[src/rtl/hilo_muldiv_unit.sv]
`default_nettype none
// ============================================================================
// Module   : hilo_muldiv_unit
// Purpose  : Iterative radix-2 multiply/divide unit that owns the HI/LO pair.
//            MULT/MULTU/MADD/MSUB/DIV/DIVU take 33 cycles of Busy.
//            MTHI/MTLO write in a single cycle.
// Config   : MULDIV_DIV_EN - when defined, builds the restoring divider.
//            When undefined, DIV/DIVU act as single-cycle no-ops that still
//            pulse Done.
// Revision : 1.0 - initial release
// ============================================================================
module hilo_muldiv_unit (
  input  logic        clk,
  input  logic        rst_n,
  input  logic        start,
  input  logic [2:0]  op,
  input  logic [31:0] a,
  input  logic [31:0] b,
  output logic        busy,
  output logic        done,
  output logic [31:0] hi,
  output logic [31:0] lo
);

  localparam logic [2:0] OP_MULT  = 3'b000;
  localparam logic [2:0] OP_MULTU = 3'b001;
  localparam logic [2:0] OP_MADD  = 3'b010;
  localparam logic [2:0] OP_MSUB  = 3'b011;
  localparam logic [2:0] OP_DIV   = 3'b100;
  localparam logic [2:0] OP_DIVU  = 3'b101;
  localparam logic [2:0] OP_MTHI  = 3'b110;
  localparam logic [2:0] OP_MTLO  = 3'b111;

  typedef enum logic [1:0] {
    IDLE = 2'd0,
    CALC = 2'd1,
    FIN  = 2'd2
  } state_t;

  state_t      state;
  state_t      state_nxt;
  logic [2:0]  op_q;       // latched opcode of the op in flight
  logic [4:0]  cnt;        // step counter, 0..31
  logic [63:0] acc;        // mul: {partial product, multiplier}; div: {remainder, dividend/quotient}
  logic [31:0] opnd;       // multiplicand or divisor magnitude
  logic        sign_q;     // negate product / quotient in FIN

  logic        is_move;
  logic        is_div;
  logic        is_signed;
  logic        iter_issue;
  logic        one_cycle_issue;
  logic [31:0] a_mag;
  logic [31:0] b_mag;
  logic [32:0] mul_sum;
  logic [63:0] mul_next;
  logic [63:0] prod_res;

  assign is_move   = (op == OP_MTHI) || (op == OP_MTLO);
  assign is_div    = (op == OP_DIV)  || (op == OP_DIVU);
  assign is_signed = (op == OP_MULT) || (op == OP_MADD) || (op == OP_MSUB) || (op == OP_DIV);
  assign a_mag     = (is_signed && a[31]) ? (32'd0 - a) : a;
  assign b_mag     = (is_signed && b[31]) ? (32'd0 - b) : b;

`ifdef MULDIV_DIV_EN
  assign iter_issue      = start && !is_move;
  assign one_cycle_issue = start && is_move;
`else
  assign iter_issue      = start && !is_move && !is_div;
  assign one_cycle_issue = start && (is_move || is_div);
`endif

  // Multiply step: add multiplicand into the upper half when the current
  // multiplier LSB is set, then shift the whole 65-bit value right by one.
  assign mul_sum  = {1'b0, acc[63:32]} + (acc[0] ? {1'b0, opnd} : 33'd0);
  assign mul_next = {mul_sum, acc[31:1]};
  assign prod_res = sign_q ? (64'd0 - acc) : acc;

`ifdef MULDIV_DIV_EN
  logic        sign_r;     // negate remainder in FIN
  logic [32:0] div_trial;
  logic [33:0] div_diff;
  logic        div_ge;
  logic [63:0] div_next;
  logic [31:0] quo_res;
  logic [31:0] rem_res;

  // Restoring divide step: shift the next dividend bit into the remainder and
  // subtract the divisor if it fits; the trial can reach 33 bits, so the
  // compare uses a 34-bit difference.
  assign div_trial = {acc[63:32], acc[31]};
  assign div_diff  = {1'b0, div_trial} - {2'b00, opnd};
  assign div_ge    = !div_diff[33];
  assign div_next  = {(div_ge ? div_diff[31:0] : div_trial[31:0]), acc[30:0], div_ge};
  assign quo_res   = sign_q ? (32'd0 - acc[31:0])  : acc[31:0];
  assign rem_res   = sign_r ? (32'd0 - acc[63:32]) : acc[63:32];
`endif

  // State register; Busy is registered from the next-state decode.
  always_ff @(posedge clk or negedge rst_n) begin
    if (!rst_n) begin
      state <= IDLE;
      busy  <= 1'b0;
    end else begin
      state <= state_nxt;
      busy  <= (state_nxt != IDLE);
    end
  end

  // Next-state logic: Start only matters in IDLE, so it is ignored while busy.
  always_comb begin
    state_nxt = state;
    case (state)
      IDLE:    if (iter_issue) state_nxt = CALC;
      CALC:    if (cnt == 5'd31) state_nxt = FIN;
      FIN:     state_nxt = IDLE;
      default: state_nxt = IDLE;
    endcase
  end

  // Datapath: operand latch, iteration, HI/LO commit and Done pulse.
  always_ff @(posedge clk or negedge rst_n) begin
    if (!rst_n) begin
      hi     <= 32'd0;
      lo     <= 32'd0;
      done   <= 1'b0;
      cnt    <= 5'd0;
      acc    <= 64'd0;
      opnd   <= 32'd0;
      op_q   <= 3'd0;
      sign_q <= 1'b0;
`ifdef MULDIV_DIV_EN
      sign_r <= 1'b0;
`endif
    end else begin
      done <= 1'b0;
      case (state)
        IDLE: begin
          if (iter_issue) begin
            op_q   <= op;
            cnt    <= 5'd0;
            sign_q <= is_signed && (a[31] ^ b[31]);
`ifdef MULDIV_DIV_EN
            sign_r <= is_signed && a[31];
            if (is_div) begin
              acc  <= {32'd0, a_mag};
              opnd <= b_mag;
            end else begin
              acc  <= {32'd0, b_mag};
              opnd <= a_mag;
            end
`else
            acc  <= {32'd0, b_mag};
            opnd <= a_mag;
`endif
          end else if (one_cycle_issue) begin
            if (op == OP_MTHI) hi <= a;
            if (op == OP_MTLO) lo <= a;
            done <= 1'b1;
          end
        end
        CALC: begin
          cnt <= cnt + 5'd1;
`ifdef MULDIV_DIV_EN
          acc <= op_q[2] ? div_next : mul_next;
`else
          acc <= mul_next;
`endif
        end
        FIN: begin
          done <= 1'b1;
          case (op_q)
            OP_MULT, OP_MULTU: {hi, lo} <= prod_res;
            OP_MADD:           {hi, lo} <= {hi, lo} + prod_res;
            OP_MSUB:           {hi, lo} <= {hi, lo} - prod_res;
`ifdef MULDIV_DIV_EN
            OP_DIV, OP_DIVU: begin
              // Divide by zero leaves HI/LO untouched.
              if (opnd != 32'd0) begin
                hi <= rem_res;
                lo <= quo_res;
              end
            end
`endif
            default: ;
          endcase
        end
        default: ;
      endcase
    end
  end

endmodule
`default_nettype wire

[config.mk]
export PLATFORM = sky130hd
export DESIGN_NAME = hilo_muldiv_unit
export DESIGN_NICKNAME = d
export VERILOG_FILES = /design/src/rtl/hilo_muldiv_unit.sv
export SDC_FILE = /design/constraint.sdc
export NUM_CORES = 1
export LEC_CHECK = 0
export CORE_UTILIZATION = 45
export DETAILED_ROUTE_END_ITERATION = 16
export PLACE_DENSITY = 0.64
export SLEW_MARGIN = 0
export SYNTH_ARGS = -nofsm -noshare
export SYNTH_HDL_FRONTEND = slang
export SYNTH_SLANG_ARGS = --single-unit
[constraint.sdc]
create_clock -name clk -period 15.7 [get_ports clk]
set_input_delay 1.57 -clock clk [delete_from_list [all_inputs] [get_ports clk]]
set_output_delay 1.57 -clock clk [all_outputs]
set_load 0.05 [all_outputs]
==> reports/qor.yml, run 1 <==
arrival_ns: 7.67
criticalPathCategory: "reg -> reg"
die_w_um: 211
io_pins: 136
h-tree-depth: 4
r2r_start: "acc[0]"
synth_seq_cells: 173
setup_violations: 0
grt_pass1_vias: 19100
setup_tns_ns: 0
grt_max_degree: 105
die_area_um2: 44400
slowest_stage: "dfrtp_1"
start_util_pct: 45.6
placement.io_buffers: 135
syn_nets: 2892
clock-root-buffer: "clkbuf_16"
finalHoldViolCount: 0
critPathTopFamily: "simple AND/OR/NAND/NOR gates"
place.gp.congestion: 1.00
ys_warn_count: 0
drt_first_pass_iters: 6
synth_flop_cell: "dfrtp_1"
dpl.hpwl_um: 64300
cp_common_cell: "inv_1"
clock_latency_ns: 0.50
async_flop_share_pct: 100
die_h_um: 211
grt.total_usage_pct: 36.5
wl_per_cell_um: 25.0
clock_sinks: 173
setup_slack_ns: 8.35
cap_violations: 0
yosysTopAreaCell: "dfrtp_1"
ctsHoldBuffers: 0
postCtsSetupBuffers: 0
clk_path_buf_depth: 2
area_delta_synth_final_pct: 12.2
clkSlewWorstSetupHoldPaths_ns: 0.08
fin_util_pct: 51.2
nets: 2925
hp-class: "reg -> reg"
drv_slew: 0
cp.required_ns: 16.02
antenna_found_initial: 1
ys_types: 83
clock_skew_ns: 0.0213
avgSynthCellArea_um2: 7.42
cts_buffers: 17
cts_tree: "yes"
cp_max_fo: 38
syn_inst: 2642
start_kind: "flip-flop"
drt_iter0_drc: 2620
mappedNetlistArea_um2: 19600
fin_crit_sh_pct: 46.8
worstSetupStartpoint: "acc[0]"
rsz0062_at_grt: "no"
synth_edf_count: 0
cp_cell_sequence: "inv_1 -> ha_1 -> or3b_2 -> nor4b_1 -> nand3_1 -> nor2_1 -> nand2_1 -> o31ai_1 -> xor2_1 -> inv_1 -> ha_1 -> inv_1 -> a21oi_1 -> inv_1 -> nor4b_1 -> o2111ai_1 -> o21ai_0 -> a21oi_1 -> nor4b_1 -> o32ai_1 -> xnor2_1 -> o221ai_1"
core_area_um2: 43000
yosysSeqAreaShare_pct: 22.1
drcViolationCount: 0
synthTopCellsByArea: "dfrtp_1, ha_1, o21ai_0"
layout_commonest_cell: "o21ai_0"
layout-drive-gt1-share_pct: 3.98
min_from: "opnd[31]"
wirelength_um: 82000
status: "completed"
relSlewSlack_pct: 13.2
fmax_mhz: 136
synth_top_area_share_pct: 22.1
pre_cts_ws_ns: 8.57
cpPeakStageDelay_ns: 0.79
vias: 20700
cts_resized: 0
cp_num_buf_inv: 4
via_per_inst: 6.34
critPathCaptureType: "flip-flop"
postRouteAntennaNets: 0
period_needed_ns: 7.35
final_cell_mix: "o21ai_0, a21oi_1, nand2_1"
grt_remaining_overflow: 0
rows: 76
tightest_slew_ns: 1.30
grt_pass1_wl_um: 121000
## sequential cells by signal, summed over array words and instances, names as in the netlist
signal / count
acc: 64
sign_q: 1
busy: 1
lo: 32
op_q: 3
opnd: 32
cnt: 5
done: 1
state: 2
hi: 32
## synthesized netlist by cell type, types with 5 or more instances
master and number:
o21ai_0 290, a21oi_1 255, nand2_1 252, nor2_1 201, ha_1 177, dfrtp_1 173, inv_1 149, clkbuf_1 134
xnor2_1 110, xor2_1 103, o31ai_1 66, nor3_1 49, nand3_1 48, a21o_1 46, and2_1 44, a211oi_1 41
nor4_1 40, a22oi_1 38, o21bai_1 37, nand4_1 31, a31oi_1 27, nand2b_1 27, o211ai_1 26, nor2b_1 24
or4_1 23, or3_1 22, mux2i_1 16, or2_2 16, o41ai_1 13, a221oi_1 12, buf_1 9, o21a_1 9
o221ai_1 9, a2111oi_0 8, and3_1 8, o22ai_1 7, o31a_1 7, a41oi_1 5, nor4b_1 5, o2111ai_1 5
## worst paths after layout
kind | to | slack (ns) | cells past startpoint
max in group asynchronous | op_q[0] | 13.19 | 2
worst min-delay path | opnd[31] | 0.47 | 2
worst max register to register | hi[25] | 8.35 | 22
min in group asynchronous | hi[20] | 1.04 | 1
worst min register to register | opnd[31] | 0.47 | 2
worst max-delay path | hi[25] | 8.35 | 22
## stage by stage
stage               hold WS, ns  area (um2)  std cells
floorplan                 0.431       19600       2642
global placement          0.453       21400       3241
detailed placement        0.456       21400       3241
CTS                       0.474       22000       3273
global route              0.491       22000       3274
finish                    0.473       22000       3274
## metal layers
layer	part of all wire, %	track usage (%)
met4	3.2	13.5
met5	0	0
met3	9.5	7.48
met1	47	55.2
met2	40	50.0
## worst min-delay path: cells and delay by family, from the launching register on
family | cells | cell delay, ns
flip-flops | 1 | 0.35
AND/OR/NAND/NOR | 2 | 0.10
## logic make-up after synthesis
group                      after synthesis  share of synthesized area [%]
muxes                                   18                          0.932
adders and majority gates              180                           11.6
AOI/OAI and AO/OA                      951                           30.2
xor gates and xnor gates               214                           9.60
and+or+nand+nor                        808                           19.9
buffers and inverters                  298                           5.72
DFF                                    173                           22.1
## area by class of cell
| type | instances | area [um2] |
|---|---|---|
| antenna | 1 | 2.50 |
| clock buffer | 18 | 439 |
| clock inverter | 14 | 195 |
| fill | 4339 | 21000 |
| inverter | 152 | 571 |
| multi-input combinational | 2171 | 14200 |
| sequential | 173 | 4330 |
| tap | 585 | 732 |
| timing repair buffer | 160 | 1540 |
Power of run 1 is not shown: default switching activity piles up to over one toggle a cycle in this logic, so the estimate is an artifact.
==> run 2, diff against run 1 <==
- clock period: 15.7 -> 7.7 ns (I/O delays scaled with it)
==> reports/qor.yml, run 2 (synthesized netlist as in run 1, its figures left out) <==
status: "completed"
cts_resized: 0  # unchanged
vias: 21000  # +1.2%
nets: 2932  # +0.24%
die_h_um: 211  # unchanged
period_needed_ns: 7.00  # -0.347 ns
worstSetupStartpoint: "acc[1]"
place.gp.congestion: 1.02  # +1.4%
wl_per_cell_um: 25.1  # +0.21%
grt_pass1_vias: 19500  # +1.7%
arrival_ns: 7.40  # -0.27 ns
clk_path_buf_depth: 2  # unchanged
fmax_mhz: 143  # +5.0%
cp_max_fo: 6  # -84%
antenna_cells: 0  # -1
layout_commonest_cell: "o21ai_0"
grt_pass1_wl_um: 124000  # +2.3%
tightest_slew_ns: 1.21  # -0.0863 ns
via_per_inst: 6.40  # +1.0%
rsz0062_at_grt: "no"
criticalPathCategory: "reg -> reg"
drt_iter0_drc: 2235  # -15%
regArea_um2: 4330  # unchanged
start_util_pct: 45.6  # unchanged
ctsHoldBuffers: 0  # unchanged
drt_first_pass_iters: 11  # +5
antenna_found_initial: 1  # unchanged
relSlewSlack_pct: 18.8  # +5.6 points
fin_crit_sh_pct: 90.9  # +44 points
final_cell_mix: "o21ai_0, a21oi_1, nand2_1"
max_flop_register: "acc"
postRouteAntennaNets: 0  # unchanged
clock_skew_ns: 0.0288  # +0.00746 ns
grt.total_usage_pct: 37.1  # +0.57 points
wirelength_um: 82300  # +0.36%
start_kind: "flip-flop"
cts_buffers: 17  # unchanged
hp-class: "in -> async"
cts_tree: "yes"
layout-drive-gt1-share_pct: 4.16  # +0.18 points
finalHoldViolCount: 0  # unchanged
clkSlewWorstSetupHoldPaths_ns: 0.10  # +0.02 ns
setup_violations: 0  # unchanged
postCtsSetupBuffers: 0  # unchanged
setup_tns_ns: 0  # unchanged
io_pins: 136  # unchanged
clock-root-buffer: "clkbuf_16"
dpl.hpwl_um: 64600  # +0.39%
clock_sinks: 173  # unchanged
multi_input_area_um2: 14200  # unchanged
placement.io_buffers: 135  # unchanged
grt_remaining_overflow: 0  # unchanged
clock_latency_ns: 0.52  # +0.02 ns
rows: 76  # unchanged
drcViolationCount: 0  # unchanged
area_delta_synth_final_pct: 12.3  # about the same
core_area_um2: 43000  # unchanged
fill_cells: 4348  # +0.21%
cp.required_ns: 8.11  # -7.91 ns
r2r_start: "acc[1]"
drv_slew: 0  # unchanged
critPathCaptureType: "flip-flop"
h-tree-depth: 4  # unchanged
cap_violations: 0  # unchanged
grt_max_degree: 107  # +1.9%
largest_reg_flops: 64  # unchanged
die_area_um2: 44400  # unchanged
die_w_um: 211  # unchanged
## run 2: path summary, 6_finish.rpt
check | to | slack, ns | depth (start not counted)
max | hi[24] | 0.70 | 19
min | hi[24] | 0.41 | 1
max reg2reg | hi[24] | 0.70 | 19
min reg2reg | opnd[31] | 0.47 | 2
max in group asynchronous | sign_q | 5.71 | 2
min in group clk | opnd[31] | 0.47 | 2
## run 2: metal layers
layer / share of wire [%] / track usage, % / vias to the layer above
met1: 46 / 55.1 / 10100
met2: 39 / 50.3 / 1054
met4: 4.4 / 16.1 / 2
met5: 0.016 / 0 / -
li1: - / - / 9643
met3: 9.7 / 8.34 / 151
## run 2: critical path: stages, from the launching register on
cell and delay, ns:
dfrtp_1 0.43, inv_1 0.08, ha_1 0.16, or3b_2 0.48
nor4b_1 0.45, nand3_1 0.31, or2_2 0.40, o31ai_1 0.26
xor2_1 0.49, inv_1 0.16, ha_1 0.43, nor4_1 0.75
nand4_1 0.24, nor4_1 0.77, nor3_1 0.22, o31ai_1 0.41
a21oi_1 0.15, o21ai_0 0.23, xnor2_1 0.10, a311o_1 0.37
## run 2: layout make-up
cell class	count	share of cell area, %
clock buffer	18	1.95
clock inverter	13	0.716
inverter	152	2.59
multi-input combinational	2171	64.5
sequential	173	19.7
tap	585	3.33
timing repair buffer	167	7.25
## run 2: per-stage QoR
step / cell area, um2 / setup WS, ns / util (%) / std cells / hold WS (ns)
after global placement: 21400 / 1.11 / 49.8 / 3248 / 0.448
after floorplan: 19600 / 2.38 / - / 2642 / 0.431
after CTS: 22000 / 0.949 / 51.2 / 3279 / 0.435
after global routing: 22000 / 0.462 / 51.2 / 3279 / 0.479
after detailed placement: 21400 / 0.946 / 49.8 / 3248 / 0.463
final: 22000 / 0.701 / 51.2 / 3279 / 0.409
Power of run 2 is left out for the same reason.
